**src/rtl/output_error_unit.sv**
```systemverilog
`default_nettype none
// ============================================================================
// Module   : output_error_unit
// Brief    : Output-error stage after the final perceptron layer: registered
//            gradient (prediction - target), one-cycle train strobe, batch MSE
//            loss and epoch counter. Loss path built only when
//            OUTPUT_ERROR_LOSS_EN is defined.
//            sfp = signed fixed point, SFP_WIDTH bits with 8 fraction bits.
// Revision : 1.0
// ============================================================================
module output_error_unit #(
    parameter int output_units = 2,
    parameter int batch_size   = 4,
    parameter int SFP_WIDTH    = 16
) (
    input  logic                                 clk,
    input  logic                                 rst,
    input  logic                                 in_valid,
    output logic                                 in_ready,
    input  logic signed [SFP_WIDTH-1:0]          prediction     [output_units-1:0],
    input  logic signed [SFP_WIDTH-1:0]          target         [output_units-1:0],
    output logic signed [SFP_WIDTH-1:0]          error_gradient [output_units-1:0],
    output logic                                 grad_valid,
    output logic                                 train,
    output logic signed [SFP_WIDTH-1:0]          loss,
    output logic                                 loss_valid,
    output logic [$clog2(batch_size+1)-1:0]      sample_count,
    output logic [15:0]                          epoch_count
);

    localparam int c_CNT_W = $clog2(batch_size + 1);
    localparam int c_ELEMS = batch_size * output_units;
    localparam logic [c_CNT_W-1:0]   c_BATCH   = c_CNT_W'(batch_size);
    localparam logic [SFP_WIDTH-1:0] c_SFP_MAX = {1'b0, {(SFP_WIDTH-1){1'b1}}};
    localparam logic [SFP_WIDTH-1:0] c_SFP_MIN = {1'b1, {(SFP_WIDTH-1){1'b0}}};

    generate
        if ((c_ELEMS & (c_ELEMS - 1)) != 0) begin : g_size_check
            $error("output_error_unit: batch_size*output_units must be a power of two");
        end
    endgenerate

    typedef enum logic [1:0] {
        ST_ACCEPT = 2'd0,
        ST_GRAD   = 2'd1,
        ST_REPORT = 2'd2
    } state_t;

    state_t r_state;
    state_t w_state_next;
    logic   w_accept;
    logic   w_batch_done;

    logic signed [SFP_WIDTH-1:0] w_diff [output_units-1:0];
    logic signed [SFP_WIDTH-1:0] r_grad [output_units-1:0];
    logic [c_CNT_W-1:0]          r_sample_count;
    logic [15:0]                 r_epoch_count;

    // Saturating subtract: overflow shows as disagreement of the top two bits.
    for (genvar i = 0; i < output_units; i++) begin : g_lane
        logic [SFP_WIDTH:0] w_diff_wide;
        assign w_diff_wide = {prediction[i][SFP_WIDTH-1], prediction[i]}
                           - {target[i][SFP_WIDTH-1], target[i]};
        assign w_diff[i] = (w_diff_wide[SFP_WIDTH] != w_diff_wide[SFP_WIDTH-1])
                         ? (w_diff_wide[SFP_WIDTH] ? c_SFP_MIN : c_SFP_MAX)
                         : w_diff_wide[SFP_WIDTH-1:0];
    end

    always_ff @(posedge clk) begin
        if (rst) begin
            r_state <= ST_ACCEPT;
        end else begin
            r_state <= w_state_next;
        end
    end

    always_comb begin
        w_state_next = r_state;
        w_accept     = 1'b0;
        w_batch_done = 1'b0;
        case (r_state)
            ST_ACCEPT: begin
                if (in_valid) begin
                    w_state_next = ST_GRAD;
                    w_accept     = 1'b1;
                end
            end
            ST_GRAD: begin
                if (r_sample_count == c_BATCH) begin
                    w_state_next = ST_REPORT;
                    w_batch_done = 1'b1;
                end else begin
                    w_state_next = ST_ACCEPT;
                end
            end
            ST_REPORT: w_state_next = ST_ACCEPT;
            default:   w_state_next = ST_ACCEPT;
        endcase
    end

    always_ff @(posedge clk) begin
        if (rst) begin
            for (int i = 0; i < output_units; i++) begin
                r_grad[i] <= '0;
            end
            r_sample_count <= '0;
            r_epoch_count  <= '0;
        end else begin
            if (w_accept) begin
                for (int i = 0; i < output_units; i++) begin
                    r_grad[i] <= w_diff[i];
                end
                r_sample_count <= r_sample_count + c_CNT_W'(1);
            end
            if (w_batch_done) begin
                r_sample_count <= '0;
                r_epoch_count  <= r_epoch_count + 16'd1;
            end
        end
    end

    // rst gates in_ready directly so a source never sees ready during reset.
    assign in_ready       = (r_state == ST_ACCEPT) && !rst;
    assign grad_valid     = (r_state == ST_GRAD);
    assign train          = (r_state == ST_GRAD);
    assign error_gradient = r_grad;
    assign sample_count   = r_sample_count;
    assign epoch_count    = r_epoch_count;

`ifdef OUTPUT_ERROR_LOSS_EN
    localparam int c_SFP_FRAC   = 8;
    localparam int c_SUM_W      = SFP_WIDTH + $clog2(output_units) + 2;
    localparam int c_LOSS_SHIFT = $clog2(c_ELEMS);

    logic [SFP_WIDTH-1:0]        w_sq [output_units-1:0];
    logic [c_SUM_W-1:0]          w_sq_sum;
    logic [c_SUM_W-1:0]          w_acc_sum;
    logic signed [SFP_WIDTH-1:0] w_acc_next;
    logic signed [SFP_WIDTH-1:0] r_acc;
    logic signed [SFP_WIDTH-1:0] r_loss;

    // Squares are non-negative, so any set bit at or above the sign position
    // of the shifted product means the result exceeds the sfp maximum.
    for (genvar i = 0; i < output_units; i++) begin : g_square
        logic signed [2*SFP_WIDTH-1:0] w_prod;
        logic signed [2*SFP_WIDTH-1:0] w_prod_shift;
        assign w_prod       = w_diff[i] * w_diff[i];
        assign w_prod_shift = w_prod >>> c_SFP_FRAC;
        assign w_sq[i]      = (|w_prod_shift[2*SFP_WIDTH-1:SFP_WIDTH-1])
                            ? c_SFP_MAX : w_prod_shift[SFP_WIDTH-1:0];
    end

    always_comb begin
        w_sq_sum = '0;
        for (int i = 0; i < output_units; i++) begin
            w_sq_sum = w_sq_sum + c_SUM_W'(w_sq[i]);
        end
    end

    assign w_acc_sum  = c_SUM_W'(unsigned'(r_acc)) + w_sq_sum;
    assign w_acc_next = (w_acc_sum > c_SUM_W'(c_SFP_MAX)) ? c_SFP_MAX
                                                          : w_acc_sum[SFP_WIDTH-1:0];

    always_ff @(posedge clk) begin
        if (rst) begin
            r_acc  <= '0;
            r_loss <= '0;
        end else if (w_accept) begin
            r_acc <= w_acc_next;
        end else if (w_batch_done) begin
            r_loss <= r_acc >>> c_LOSS_SHIFT;
            r_acc  <= '0;
        end
    end

    assign loss       = r_loss;
    assign loss_valid = (r_state == ST_REPORT);
`else
    assign loss       = '0;
    assign loss_valid = 1'b0;
`endif

endmodule
`default_nettype wire

```
**config.mk**
```make
export PLATFORM = sky130hd
export DESIGN_NAME = output_error_unit
export DESIGN_NICKNAME = d
export VERILOG_FILES = /design/src/rtl/output_error_unit.sv
export SDC_FILE = /design/constraint.sdc
export NUM_CORES = 1
export LEC_CHECK = 0
export BUFFER_PORTS_ARGS = -buffer_cell sky130_fd_sc_hd__buf_4
export CORE_UTILIZATION = 47
export CTS_BUF_LIST = sky130_fd_sc_hd__clkbuf_4
export DETAILED_ROUTE_END_ITERATION = 7
export PLACE_DENSITY = 0.74
export SYNTH_ARGS = -nofsm -noshare
export SYNTH_HDL_FRONTEND = slang
export SYNTH_SLANG_ARGS = --single-unit
```
**constraint.sdc**
```tcl
create_clock -name clk -period 3.59 [get_ports clk]
set_clock_uncertainty 0.05 [all_clocks]
set_input_delay 0.5385 -clock clk [delete_from_list [all_inputs] [get_ports clk]]
set_output_delay 0.5385 -clock clk [all_outputs]
set_load 0.02 [all_outputs]
```
[Word-level counts from Yosys, hierarchy flattened]
Index checks and enable logic that the tools add are counted.
W data, S select, Z words.
Word-level totals
  flip-flop bits (word level): 53
  output and inout port bits: 71
  bits of input ports: 67
  word-level logic and storage cells: 29
Cells by class
  reduce and logical (&&, ||, !) cells: 4
  add/subtract/negate cells: 4
  multiplexer cells: 11
  eq/ne operators: 5
Operators by type and width (number)
  $mux W16: 4
  $sub A16 B16 Y17: 2
  $add A16 B1 Y16 const B: 1
  $mux W1: 4
  $mux W2: 2
  $pmux W2 S2: 1
  $add A3 B1 Y3 const B: 1
  $eq A3 B3 Y1 const B: 1
  $eq A2 B1 Y1 const B: 1
  $logic_not A2 Y1: 1
  $ne A1 B1 Y1: 2
  $ne A2 B2 Y1 const B: 1
  $reduce_or A2 Y1: 1
  $logic_and A1 B1 Y1: 1
  $logic_not A1 Y1: 1

[Logic depth before layout (Yosys ltp)]
Gate-level depths: netlist of the first run.
  depth after elaboration: 4
  mapped depth: 13
  mapped depth without buffers: 11

[Worst setup path after synthesis of the first run]
OpenSTA, ideal clock, no wires.
  path type: input to register
  start: in prediction[0] (netlist bit)
  end: reg r_grad, in the netlist error_gradient[10]
  setup slack: 0.662 ns
  path buffers: 1
  required time: 3.408 ns
  library setup time: 0.132 ns
  stages: 12
  data arrival time: 2.746 ns
  path through: inv_1 -> ha_1 -> inv_1 -> fa_1 -> a211oi_1 -> o211ai_1 -> a41o_1 -> a211oi_4 -> buf_6 -> o21ai_0 -> a311oi_1 -> nor3_1
On the way
  cells in the longest elaborated chain, start to end: 3
Ends and longest elaborated chain
  from (decl): RTL line 20  | input logic signed [SFP_WIDTH-1:0] prediction [output_units-1:0],
  $sub A16 B16 Y17 (*): RTL line 63  | - {target[i][SFP_WIDTH-1], target[i]};
  $mux W16 or $ne A1 B1 Y1 (tied branches): RTL line 65, 64
  $mux W16 (*): RTL line 65  | ? (w_diff_wide[SFP_WIDTH] ? c_SFP_MIN : c_SFP_MAX)
  to (signal, indexed assignment): RTL line 111  | r_grad[i] <= w_diff[i];
  to (decl): RTL line 55  | logic signed [SFP_WIDTH-1:0] r_grad [output_units-1:0];
Mark *: on every way between the ends. The rest lies on a longest branch, timed or not.
A chain may end at the register's enable or synchronous reset.

[Final worst setup path of the first run]
  start: in prediction[0] (netlist bit)
  end: reg r_grad, in the netlist error_gradient[12]
The elaborated chain is that of the path after synthesis.

==> flow_metrics.env, run 1 <==
export IMPL_ys_ff_latch=53
export IMPL_multiInputGateArea_sq_mm=0.00285
export IMPL_fin_setup_tns_ps=0
export IMPL_die_area_sq_mm=0.00975
export IMPL_start_util_pct=49.5
export IMPL_cts_max_level=2
export IMPL_r2r_start="r_state[0]"
export IMPL_synth_area_leaders="dfxtp_1, ha_1, nor2_1"
export IMPL_post_cts_buffers=0
export IMPL_syn_area_per_cell_sq_um=8.21
export IMPL_cts_path_max_buffers=2
export IMPL_hold_buffers=0
export IMPL_numPortBuffers=120
export IMPL_drv_cap=0
export IMPL_setup_worst_path_start="prediction[0]"
export IMPL_drive_gt1_share_pct=24.6
export IMPL_grt_pass1_wl_mm=16.9
export IMPL_cts_sinks=53
export IMPL_tightest_slew_ps=655
export IMPL_core_area_sq_mm=0.00889
export IMPL_drt_iter0_drc=143
export IMPL_fmax_mhz=324
export IMPL_peakVddDrop_mv=0.160
export IMPL_min_period_ps=3090
export IMPL_routedWlPerCell_um=13.5
export IMPL_final_cell_mix="buf_4, nor2_1, dfxtp_1, inv_1, ha_1"
export IMPL_async_reset_ff_share_pct=0
export IMPL_path_clk_slew_ps=150
export IMPL_rsz0062_at_grt="no"
export IMPL_syn_area_sq_mm=0.00440
export IMPL_detail_route_antenna_nets=0
export IMPL_rows=34
export IMPL_overflow=0
export IMPL_routabilityCongestion=0.828
export IMPL_routed_wl_mm=10.0
export IMPL_drc_errors=0
export IMPL_power_density_mw_per_mm2=325
export IMPL_num_antenna_cells=0
export IMPL_syn_inst=536
export IMPL_synth_edf_count=0
export IMPL_worstSetupPathType="in -> reg"
export IMPL_max_slew_margin_rel_pct=56.3
export IMPL_clkLatencyLatePin_ps=370
export IMPL_placed_area_sq_mm=0.00512
export IMPL_setup_viol=0
export IMPL_synth_top_area_share_pct=24.1
export IMPL_numCtsBuffers=5
export IMPL_hold_violations=0
export IMPL_grt_pass1_vias=3718
export IMPL_die_x_um=98.7
export IMPL_area_delta_synth_final_pct=17.7
export IMPL_seq_area_frac_synth_pct=24.1
export IMPL_antenna_found_initial=0
export IMPL_hold_path_class="reg -> reg"
export IMPL_design_area_sq_mm=0.00518
export IMPL_fin_nets=738
export IMPL_vias_per_cell=5.52
export IMPL_synth_top_area_cell="dfxtp_1"
export IMPL_grt_max_degree=48
export IMPL_ioPinCount=138
export IMPL_ctsResizeCount=0
export IMPL_worstSetupStartpointType="input pin"
export IMPL_critPathCaptureType="flip-flop"
export IMPL_vias=4100
export IMPL_leakage_nw=2.40
export IMPL_status="completed"
export IMPL_crit_required_ps=3780
export IMPL_hold_path_startpoint="error_gradient[31]"
export IMPL_grt_total_usage_pct=20.7
export IMPL_synth_cell_types=66
export IMPL_drv_slew=0
export IMPL_detail_route_first_pass_iterations=5
export IMPL_cts_root_buf="clkbuf_4"
export IMPL_ff_latch_area_sq_mm=0.00106
export IMPL_yosysWarnings=0
export IMPL_tritoncts="done"
export IMPL_arrival_ps=3280
export IMPL_crit_fanout=19
export IMPL_layout_commonest_cell="buf_4"
export IMPL_fin_crit_sh_pct=86.0
export IMPL_fillCellCount=863
export IMPL_die_h_um=98.7
export IMPL_dominantRegCellSynth="dfxtp_1"
export IMPL_hpwl_mm=7.85
-- state kept, by name, indices dropped and copies added (netlist names) --
register        flops
error_gradient     32
r_state             2
sample_count        3
epoch_count        16
-- layout make-up --
class	instances	share of cell area [%]
tap	108	2.61
sequential	53	20.5
clock inverter	3	0.338
clock buffer	5	0.725
multi-input combinational	411	55.0
timing repair buffer	124	18.0
inverter	39	2.83
-- synth_stat cells, drive strengths merged (18+ instances only) --
cell and number:
nor2 63, dfxtp 53, inv 39, ha 35, a21oi 33, buf 29
o21ai 28, nand2 25, a211oi 24, xor2 21, nor3 19, clkbuf 18
-- per-layer routing --
layer | GRT usage (%) | wire, um | up-vias
li1 | - | - | 2064
met1 | 28.3 | 4610 | 1901
met2 | 34.7 | 4780 | 129
met3 | 3.62 | 584 | 6
met4 | 3.21 | 57 | 0
met5 | 0 | 0 | -
-- kinds of logic (layout without fill, tap and decap cells) --
group                    after synthesis  count (layout)  share of synthesized area [%]
adder cells (fa/ha/maj)               43              43                           12.2
flip-flops                            53              53                           24.1
multiplexers                           4               4                          0.939
other                                  1              17                         0.0852
AND/OR/NAND/NOR                      158             158                           17.1
XOR/XNOR                              35              35                           6.97
buffers and inverters                 88             171                           12.5
AO/OA/AOI/OAI                        154             154                           26.1
-- critical path: stages --
cell      delay [ps]
buf_4            110
inv_1             50
ha_1             150
inv_1             50
fa_1             430
a211oi_1         280
o211ai_1         160
a41o_1           340
a211oi_4         560
nor2_2           280
o211ai_1         240
a211oi_1          90
-- stage by stage --
step | utilization, % | setup WS (ps) | hold WS, ps | instances | power, W
after floorplan | - | 662 | 485 | 552 | 0.00125
after global placement | 57.6 | 257 | 399 | 735 | 0.00141
after detailed placement | 57.6 | 122 | 410 | 735 | 0.00143
after CTS | 58.2 | 532 | 414 | 743 | 0.00169
after global routing | 58.2 | 309 | 407 | 743 | 0.00180
final | 58.2 | 504 | 424 | 743 | 0.00168
-- power by group --
part / switching [W] / internal, W / leakage, nW
combinational: 0.000428 / 0.000326 / 1.93
clock: 0.000189 / 0.0000749 / 0.0326
sequential: 0.0000308 / 0.000633 / 0.435
total: 0.000647 / 0.00103 / 2.40
-- path summary, 6_finish.rpt --
path,slack [ps],cells past startpoint,endpoint
setup / recovery,500,12,error_gradient[12]
hold / removal,420,2,error_gradient[31]
setup reg to reg,1470,6,epoch_count[15]
hold reg to reg,420,2,error_gradient[31]
Note: power is estimated with default switching activity, not from simulation.
==> run 2: changes to the inputs <==
--- a/config.mk
+++ b/config.mk
@@ -5,11 +5,13 @@
 export SDC_FILE = /design/constraint.sdc
 export NUM_CORES = 1
 export LEC_CHECK = 0
+export ABC_CLOCK_PERIOD_IN_PS = 3590
 export BUFFER_PORTS_ARGS = -buffer_cell sky130_fd_sc_hd__buf_4
 export CORE_UTILIZATION = 47
 export CTS_BUF_LIST = sky130_fd_sc_hd__clkbuf_4
 export DETAILED_ROUTE_END_ITERATION = 7
 export PLACE_DENSITY = 0.74
+export RECOVER_POWER = 25
 export SYNTH_ARGS = -nofsm -noshare
 export SYNTH_HDL_FRONTEND = slang
 export SYNTH_SLANG_ARGS = --single-unit
==> flow_metrics.env, run 2 (synthesis gave the netlist of run 1 again) <==
export IMPL_critPathCaptureType="flip-flop"
export IMPL_crit_required_ps=3780
export IMPL_holdWs_ps=423
export IMPL_drv_slew=0
export IMPL_hold_path_class="reg -> reg"
export IMPL_worst_path_max_delay_cell="a211oi_4"
export IMPL_path_delay_family="compound AO/OA/AOI/OAI gates"
export IMPL_die_x_um=98.7
export IMPL_rsz0062_at_grt="no"
export IMPL_start_util_pct=49.5
export IMPL_cts_path_max_buffers=2
export IMPL_arrival_ps=3280
export IMPL_setup_slack_ps=496
export IMPL_rows=34
export IMPL_worstSetupStartpointType="input pin"
export IMPL_fin_crit_sh_pct=86.2
export IMPL_worstSetupPathType="in -> reg"
export IMPL_power_density_mw_per_mm2=326
export IMPL_top_layer_used="met4"
export IMPL_area_delta_synth_final_pct=15.7
export IMPL_multiInputGateArea_sq_mm=0.00285
export IMPL_detail_route_antenna_nets=0
export IMPL_grt_pass1_wl_mm=16.9
export IMPL_fmax_mhz=323
export IMPL_leakage_nw=2.30
export IMPL_drive_gt1_share_pct=20.9
export IMPL_fillCellCount=872
export IMPL_setup_viol=0
export IMPL_hpwl_mm=7.85
export IMPL_place_ws_ps=122
export IMPL_layout_commonest_cell="buf_4"
export IMPL_routabilityCongestion=0.828
export IMPL_grt_total_usage_pct=20.7
export IMPL_tightest_slew_ps=659
export IMPL_drv_cap=0
export IMPL_min_period_ps=3090
export IMPL_overflow=0
export IMPL_antenna_found_initial=0
export IMPL_ctsResizeCount=0
export IMPL_cts_sinks=53
export IMPL_die_area_sq_mm=0.00975
export IMPL_dr_wl_met2_mm=4.74
export IMPL_die_h_um=98.7
export IMPL_core_area_sq_mm=0.00889
export IMPL_routedWlPerCell_um=13.6
export IMPL_tritoncts="done"
export IMPL_critical_path_max_stage_delay_ps=560
export IMPL_post_route_util_pct=57.3
export IMPL_status="completed"
export IMPL_drc_errors=0
export IMPL_routed_wl_mm=10.1
export IMPL_max_slew_margin_rel_pct=56.0
export IMPL_largest_reg_flops=32
export IMPL_drt_iter0_drc=166
export IMPL_fin_nets=738
export IMPL_ff_latch_area_sq_mm=0.00106
export IMPL_final_cell_mix="buf_4, nor2_1, dfxtp_1, inv_1, ha_1"
export IMPL_vias=4087
export IMPL_vias_per_cell=5.50
export IMPL_detail_route_first_pass_iterations=5
export IMPL_path_cells="buf_4 > inv_1 > ha_1 > inv_1 > fa_1 > a211oi_1 > o211ai_1 > a41o_1 > a211oi_4 > nor2_2 > o211ai_1 > a211oi_1"
export IMPL_grt_pass1_vias=3718
export IMPL_fin_setup_tns_ps=0
export IMPL_grt_max_degree=48
export IMPL_cts_max_level=2
export IMPL_worstPathBufferInverterCount=3
export IMPL_clkLatencyLatePin_ps=370
export IMPL_ioPinCount=138
export IMPL_post_cts_buffers=0
export IMPL_numCtsBuffers=5
export IMPL_numPortBuffers=120
export IMPL_path_clk_slew_ps=150
export IMPL_num_antenna_cells=0
export IMPL_peakVddDrop_mv=0.159
export IMPL_wl_met3_um=545
export IMPL_hold_violations=0
export IMPL_crit_fanout=19
export IMPL_wl_met1_mm=4.72
export IMPL_hold_buffers=0
export IMPL_cts_root_buf="clkbuf_4"
[run 2: cell count changes in the layout (fill, tap and decap cells not counted)]
cell      previous run  this run
buf_4              124       101
clkbuf_1             0        23
[run 2: final cells by class]
| type | count | share of cell area, % |
|---|---|---|
| clock buffers | 5 | 0.737 |
| inverters | 39 | 2.88 |
| repair buffers | 124 | 16.6 |
| clock inverters | 3 | 0.344 |
| well taps | 108 | 2.65 |
| multi-input cells | 411 | 56.0 |
| flip-flops and latches | 53 | 20.8 |
[run 2: power breakdown]
| part | internal, W | switching (W) | leakage [nW] |
|---|---|---|---|
| clock | 0.0000749 | 0.000188 | 0.0326 |
| combinational | 0.000304 | 0.000428 | 1.84 |
| sequential | 0.000632 | 0.0000300 | 0.435 |
| total | 0.00101 | 0.000647 | 2.30 |
[run 2: per-stage QoR]
stage	cells	instance area [sq um]	total power (W)
4_1_cts	743	5180	0.00169
2_1_floorplan	552	4460	0.00125
6_report	743	5090	0.00166
3_3_place_gp	735	5120	0.00141
5_1_grt	743	5090	0.00178
3_5_place_dp	735	5120	0.00143
[run 2: worst min-delay path, stage by stage, from the launching register on]
cell	delay, ps
dfxtp_1	340
nand2_1	50
a21oi_1	50
[run 2: worst paths after layout]
kind                 startpoint            endpoint  slack [ps]  cells after the start
max               prediction[0]  error_gradient[12]         500                     12
min reg2reg  error_gradient[31]  error_gradient[31]         420                      2
max reg2reg          r_state[0]     epoch_count[15]        1470                      6
min          error_gradient[31]  error_gradient[31]         420                      2
[run 2: routing by layer]
metal / GRT usage [%] / up-vias
met3: 3.62 / 6
met4: 3.21 / 0
met1: 28.3 / 1893
met5: 0 / -
met2: 34.7 / 123
li1: - / 2065
